File: src/rtl/flash_arbiter.sv
// Two-requester arbiter in front of a read-only flash controller.
// One transaction at a time: grant in IDLE, read in BUSY, one-cycle ready pulse in RESP.
module flash_arbiter #(
  parameter int FIXED_PRIORITY = 0
) (
  input  logic        clk,
  input  logic        reset_n,
  input  logic [31:0] m0_address_in,
  input  logic        m0_sel_in,
  input  logic        m0_read_in,
  input  logic [3:0]  m0_write_mask_in,
  output logic [31:0] m0_read_value_out,
  output logic        m0_ready_out,
  input  logic [31:0] m1_address_in,
  input  logic        m1_sel_in,
  input  logic        m1_read_in,
  input  logic [3:0]  m1_write_mask_in,
  output logic [31:0] m1_read_value_out,
  output logic        m1_ready_out,
  output logic [31:0] flash_address_out,
  output logic        flash_sel_out,
  output logic        flash_read_out,
  input  logic [31:0] flash_read_value_in,
  input  logic        flash_ready_in
);

  typedef enum logic [1:0] {
    IDLE = 2'b00,
    BUSY = 2'b01,
    RESP = 2'b10
  } state_t;

  state_t      state_reg;
  state_t      state_next;
  logic        grant_reg;
  logic [23:0] addr_reg;
  logic [31:0] data_reg;

  logic [23:0] addr_in  [2];
  logic [3:0]  mask_in  [2];
  logic [1:0]  sel_in;
  logic [1:0]  read_in;
  logic [1:0]  req;
  logic [1:0]  is_read;
  logic [1:0]  ready;
  logic [31:0] value    [2];

  logic        grant_sel;
  logic        granted_is_read;
  logic [23:0] granted_addr;
  logic        busy;

  // Only the low 24 address bits reach the flash; the top byte is discarded.
  logic unused_addr_hi;
  assign unused_addr_hi = ^{m0_address_in[31:24], m1_address_in[31:24]};

  assign addr_in[0] = m0_address_in[23:0];
  assign addr_in[1] = m1_address_in[23:0];
  assign mask_in[0] = m0_write_mask_in;
  assign mask_in[1] = m1_write_mask_in;
  assign sel_in     = {m1_sel_in, m0_sel_in};
  assign read_in    = {m1_read_in, m0_read_in};

  genvar gi;
  generate
    for (gi = 0; gi < 2; gi++) begin : g_port
      assign req[gi]     = sel_in[gi] & (read_in[gi] | (|mask_in[gi]));
      assign is_read[gi] = sel_in[gi] & read_in[gi];
      assign ready[gi]   = (state_reg == RESP) && (grant_reg == 1'(gi));
      assign value[gi]   = (ready[gi] && sel_in[gi]) ? data_reg : 32'h0;
    end
  endgenerate

  assign m0_ready_out      = ready[0];
  assign m1_ready_out      = ready[1];
  assign m0_read_value_out = value[0];
  assign m1_read_value_out = value[1];

  // grant_reg doubles as last_grant: on contention round-robin picks the other port.
  always_comb begin
    grant_sel = grant_reg;
    if (req[0] && req[1]) begin
      grant_sel = (FIXED_PRIORITY != 0) ? 1'b0 : ~grant_reg;
    end else if (req[0]) begin
      grant_sel = 1'b0;
    end else if (req[1]) begin
      grant_sel = 1'b1;
    end
  end

  assign granted_is_read = is_read[grant_sel];
  assign granted_addr    = addr_in[grant_sel];

  always_ff @(posedge clk or negedge reset_n) begin
    if (!reset_n) begin
      state_reg <= IDLE;
    end else begin
      state_reg <= state_next;
    end
  end

  always_comb begin
    state_next = state_reg;
    case (state_reg)
      IDLE: begin
        if (|req) begin
          state_next = granted_is_read ? BUSY : RESP;
        end
      end
      BUSY: begin
        if (flash_ready_in) begin
          state_next = RESP;
        end
      end
      RESP:    state_next = IDLE;
      default: state_next = IDLE;
    endcase
  end

  // Data is cleared on every grant so write-only transactions answer with zero.
  always_ff @(posedge clk or negedge reset_n) begin
    if (!reset_n) begin
      grant_reg <= 1'b1;
      addr_reg  <= 24'h0;
      data_reg  <= 32'h0;
    end else if (state_reg == IDLE && (|req)) begin
      grant_reg <= grant_sel;
      addr_reg  <= granted_addr;
      data_reg  <= 32'h0;
    end else if (state_reg == BUSY && flash_ready_in) begin
      data_reg  <= flash_read_value_in;
    end
  end

  assign busy              = (state_reg == BUSY);
  assign flash_sel_out     = busy;
  assign flash_read_out    = busy;
  assign flash_address_out = busy ? {8'h00, addr_reg} : 32'h0;

endmodule

File: config.mk
export PLATFORM = sky130hd
export DESIGN_NAME = flash_arbiter
export DESIGN_NICKNAME = d
export VERILOG_FILES = /design/src/rtl/flash_arbiter.sv
export SDC_FILE = /design/constraint.sdc
export NUM_CORES = 1
export LEC_CHECK = 0
export ABC_CLOCK_PERIOD_IN_PS = 1850
export CAP_MARGIN = 20
export CORE_MARGIN = 1.5
export CORE_UTILIZATION = 37
export DETAILED_ROUTE_END_ITERATION = 7
export GPL_TIMING_DRIVEN = 0
export PLACE_DENSITY = 0.8
export RECOVER_POWER = 100
export SLEW_MARGIN = 5
export SYNTH_ARGS = -nofsm -noshare
export SYNTH_HDL_FRONTEND = slang
export SYNTH_SLANG_ARGS = --single-unit
File: constraint.sdc
create_clock -name clk -period 1.85 [get_ports clk]
set_clock_uncertainty 0.05 [all_clocks]
set_input_delay 0.37 -clock clk [delete_from_list [all_inputs] [get_ports clk]]
set_output_delay 0.37 -clock clk [all_outputs]
set_load 0.02 [all_outputs]
Yosys cells after proc, flatten, opt, wreduce, memory -nomap -nowiden
Index checks and enable logic that the tools add are counted.
{ "word_totals": {"register_bits": 59, "input_bits": 111, "out_inout_bits": 100, "wordCells": 48} }
{ "classes": {"n_lt_le_gt_ge": 2, "n_eq_ne": 4, "muxes": 17, "n_bitwise": 8, "n_reduce_logical": 13} }
{ "ops": {"columns": ["operator", "n"], "rows": [
  ["32-bit 2-to-1 mux", 4],
  ["24-bit 2-to-1 mux", 4],
  ["4-bit OR reduction", 2],
  ["1-bit logical AND", 7],
  ["2-bit 2-to-1 mux", 3],
  ["1-bit 2-to-1 mux", 5],
  ["1-bit bitwise AND", 4],
  ["2-bit inequality test, second input constant", 2],
  ["2-bit case mux with 2 select lines", 1],
  ["2-bit by 1-bit equality test with 1-bit output, second input constant", 1],
  ["2-bit equality test, second input constant", 1],
  ["2-bit >= comparator, second input constant", 1],
  ["2-bit zero test", 1],
  ["1-bit by 2-bit less-than comparator with 1-bit output, second input constant", 1],
  ["1-bit NOT with 2-bit output", 1],
  ["1-bit bitwise OR", 2],
  ["2-bit AND reduction", 1],
  ["2-bit nonzero test", 1],
  ["2-bit OR reduction", 1],
  ["1-bit NOT", 1]
]} }

Longest topological paths before layout
{ "logic_depth": {"word_depth": 11, "mapped_depth": 7, "ltp_nobuf": 5} }

Worst setup path after synthesis
OpenSTA, ideal clock, no wires.
{ "synth_timing": {"path_type": "input -> register", "start": "in m1_write_mask_in[0]", "end": "reg addr_reg[4]", "setup_time_ns": 0.137, "arrival_time_ns": 1.798, "required_time_ns": 1.663, "setup_slack_ns": -0.135, "cell_stages": 7, "path_buffers": 2, "cell_sequence": "or4_4 > o21a_1 > mux2_2 > buf_6 > buf_12 > mux2i_1 > a21oi_1"} }
{ "synth_between": {"elab_chain_len": 10, "word_cells_on_any_way": 13, "classes_between": "6 x mux; 3 x bitwise; 4 x reduce/logical"} }
{ "synth_rtl": {"columns": ["element", "line", "rtl"], "rows": [
  ["from (decl)", "17", "input logic [3:0] m1_write_mask_in,"],
  ["4-bit OR reduction (*)", "67", "assign req[gi] = sel_in[gi] & (read_in[gi] | (|mask_in[gi]));"],
  ["1-bit bitwise OR (*)", "67", null],
  ["1-bit bitwise AND (*)", "67", null],
  ["1-bit 2-to-1 mux", "86", "end else if (req[1]) begin"],
  ["1-bit 2-to-1 mux", "84", "end else if (req[0]) begin"],
  ["1-bit 2-to-1 mux", "82", "if (req[0] && req[1]) begin"],
  ["1-bit NOT with 2-bit output (not written as such)", "92", "assign granted_addr = addr_in[grant_sel];"],
  ["24-bit 2-to-1 mux (not written as such) (3 in series)", "92", null],
  ["to (signal assigned)", "128", "addr_reg <= granted_addr;"],
  ["to (decl)", "36", "logic [23:0] addr_reg;"]
]} }
Every way passes the cells marked *; elsewhere a longest branch is shown, timed or not. The select of a mux whose other input is x is not followed.
A chain may end at the register's enable or synchronous reset.

Final worst setup path
{ "layout_timing": {"start": "reg grant_reg", "end": "out m1_read_value_out[0]"} }
{ "layout_between": {"elab_chain_len": 3} }
{ "layout_rtl": {"columns": ["element", "line", "rtl"], "rows": [
  ["from (decl)", "35", "logic grant_reg;"],
  ["from (signal assigned)", "127", "grant_reg <= grant_sel;"],
  ["1-bit logical AND", "69", "assign ready[gi] = (state_reg == RESP) && (grant_reg == 1'(gi));"],
  ["1-bit logical AND", "70", "assign value[gi] = (ready[gi] && sel_in[gi]) ? data_reg : 32'h0;"],
  ["32-bit 2-to-1 mux", "70", null],
  ["to (decl)", "18", "output logic [31:0] m1_read_value_out,"]
]} }
Every way passes these cells.

==> reports/results.txt <==
Status = finished with violations
Violated checks = setup timing
Most frequent CP cell = buf_6
Largest net degree at the start of global routing = 60
GRT met3 Usage = 0.05780
GR Overflow Total = 0
Post-DP HPWL = 8062 µm
GR Util met2 = 0.4411
F_max = 464.3 MHz
Initial core utilization = 0.3774
Root Buffer = clkbuf_8
Final #Nets = 736
Vias in the first global route = 3723
Leak = 0.003053 µW
Register-to-register setup slack = -0.09 ns
GP Congestion = 0.7637
GR Util All Layers = 0.2470
Endpoints failing hold = 0
Global-route wire length before repair = 18490 µm
Area grow syn2layout = 102.7%
Slew HR = 0.01236
Layout cells sized above 1 = 0.4556
FF+latch count, synth = 59
Worst Setup End Kind = output port
Clk sinks = 59
Initial DRC Count = 114
Period utilization = 1.164
DIE WIDTH = 96.86 µm
Critical path peak fanout = 4
Critical Path AT = 1.73 ns
CTS buffer count = 9
Pre-CTS setup slack = -0.9640 ns
Initial antenna violation count = 0
R2r endpoint = addr_reg[19]
Post-layout util = 0.7651
Core outline area = 8636 µm²
Ports = 211
Routed Antenna Nets = 0
FF-to-FF path depth = 7
Routed vias/inst = 5.134
Fin Setup TNS = -25.55 ns
Slew Viols, Final = 0
Max reg flops = 32
Max Cap Violations = 0
Pwr/cell area = 1062 nW/µm²
Worst path max stage delay = 0.57 ns
GR peak layer = met2
Met1 Use GR = 0.2788
Critical path origin = grant_reg
Residual DRC = 0
Reg2Reg Launch Point = state_reg[0]
Peak VDD IR = 638.6 µV
CP cell instances = and3b_2 > buf_4 > buf_6 > and3_4 > buf_6
Clock slew at reported path FFs = 0.07 ns
Post-DR wirelength/cell = 18.12 µm
Die area = 9381 µm²
Ys Warns = 0
Final instance area = 6608 µm²
Non-filler cells, final = 738
Ant diodes = 0
Worst path required time = 1.43 ns
Chip height = 96.86 µm
Seq/Total Area, Yosys = 0.4534
Critical path class = reg -> out
Clock Latency Late Sink = 0.34 ns
Least-Margin Pin Slew = 1.481 ns
Final setup fails = 151
Vias = 3789
RSZ-0062 raised after global routing = yes
Min setup slack post-route = -0.3039 ns
Min Clock Period, post-route = 2.154 ns
Post-DP Area = 5281 µm²
Placement Rows = 34
Drt total wl = 13380 µm
Inst Count DP = 680
Startpoint Class = flop
Max H-tree Level = 3
Crit path max-delay cell type = dfstp_2
Min-Delay Path Class = in -> async
CTS tree = built
Netlist cell types = 26
Cell Area, Synth = 3259 µm²
Input/output buffers = 186
Cells after Synth = 379
Clock Tree Buf Depth = 2
Synthesized area per cell = 8.600 µm²
CTS Hold Bufs = 0
Pre-antenna DRT Iters = 5
## per-layer routing
layer / vias up / part of all wire / wire length [µm]
li1: 1748 / - / -
met1: 1838 / 0.37 / 4930
met2: 179 / 0.54 / 7235
met3: 24 / 0.065 / 870
met4: 0 / 0.025 / 340
met5: - / 0 / 0
## Yosys cell counts (all sizes together)
cell,n,area (µm²)
nor2b,1,6.260
mux2i,25,250.2
inv,2,7.510
dfrtp,58,1451
or4,2,18.77
and3,64,400.4
dfstp,1,26.28
mux2,2,26.27
conb,1,3.750
and3b,1,8.760
o21a,1,7.510
o21ai,3,15.01
clkbuf,30,112.6
nor2,24,90.09
and2,25,156.4
a22o,1,8.760
a21oi,56,280.3
buf,13,122.6
nand2,67,251.5
nor3b,1,7.510
a211oi,1,7.510
## worst max path at each step
stage	end
finish	m1_read_value_out[0]
global route	m1_read_value_out[10]
CTS	m1_read_value_out[13]
detailed placement	addr_reg[19]
global placement	data_reg[28]
floorplan	addr_reg[4]
## layout by cell type, fill, tap and decap left out, types with 2 or more instances in the layout
cell / Yosys / routed
buf_6: 1 / 108
clkdlybuf4s50_1: 0 / 83
nand2_1: 67 / 67
dfrtp_1: 58 / 58
and3_4: 0 / 52
a21oi_1: 56 / 52
buf_4: 9 / 26
nor2_1: 24 / 24
and2_4: 0 / 23
mux2i_1: 25 / 19
buf_8: 0 / 14
clkbuf_8: 0 / 13
and3_1: 64 / 12
clkbuf_2: 0 / 11
conb_1: 1 / 8
buf_12: 2 / 7
buf_2: 0 / 6
clkbuf_1: 30 / 5
mux2i_2: 0 / 4
a21oi_2: 0 / 4
dlygate4sd2_1: 0 / 4
clkbuf_4: 0 / 3
clkinv_2: 0 / 3
and2_1: 25 / 2
or4_4: 1 / 2
inv_1: 2 / 2
mux2_4: 1 / 2
mux2i_4: 0 / 2
clkbuf_16: 0 / 2
clkdlybuf4s15_1: 0 / 2
## per-stage QoR
| stage | power (µW) | hold slack (ns) |
|---|---|---|
| finish | 7015 | 0.3414 |
| global route | 7371 | 0.4496 |
| CTS | 6220 | 0.07675 |
| detailed placement | 4383 | 0.4327 |
| global placement | 4296 | 0.4456 |
| floorplan | 3361 | 0.02441 |
## cells by family after synthesis
family | count (synthesis) | synth area share
simple gates | 185 | 0.2883
buf+inv | 45 | 0.07447
other cells | 1 | 0.001151
flops | 59 | 0.4534
mux | 27 | 0.08484
compound gates | 62 | 0.09789
## final cells by class
cell class	instances	area (µm²)
fill	576	2028
buffer	39	357.8
multi-input combinational	282	1969
sequential	59	1478
timing repair buffer	232	2506
inverter	2	7.507
clock buffer	13	138.9
tap	108	135.1
clock inverter	3	15.01
## power by group
| group | internal (µW) | switching, µW | total (µW) |
|---|---|---|---|
| Sequential | 1700 | 278 | 1980 |
| Combinational | 2200 | 1850 | 4050 |
| Clock | 481 | 506 | 988 |
| Total | 4380 | 2640 | 7020 |
## repair_timing
| action | CTS | global route |
|---|---|---|
| endpoints found under the setup margin | 151 | 151 |
| gates cloned | 9 | 3 |
| buffers inserted | 24 | 18 |
| gates resized for setup | 567 | 218 |
| pin swaps | 14 | 10 |
## critical path, delay by kind of cell (launching register included)
| kind | cells | cell delay [ns] |
|---|---|---|
| buffers and inverters | 3 | 0.35 |
| AND/OR/NAND/NOR | 2 | 0.47 |
| flip-flops | 1 | 0.57 |
No activity file was read; power rests on OpenSTA's default activity.
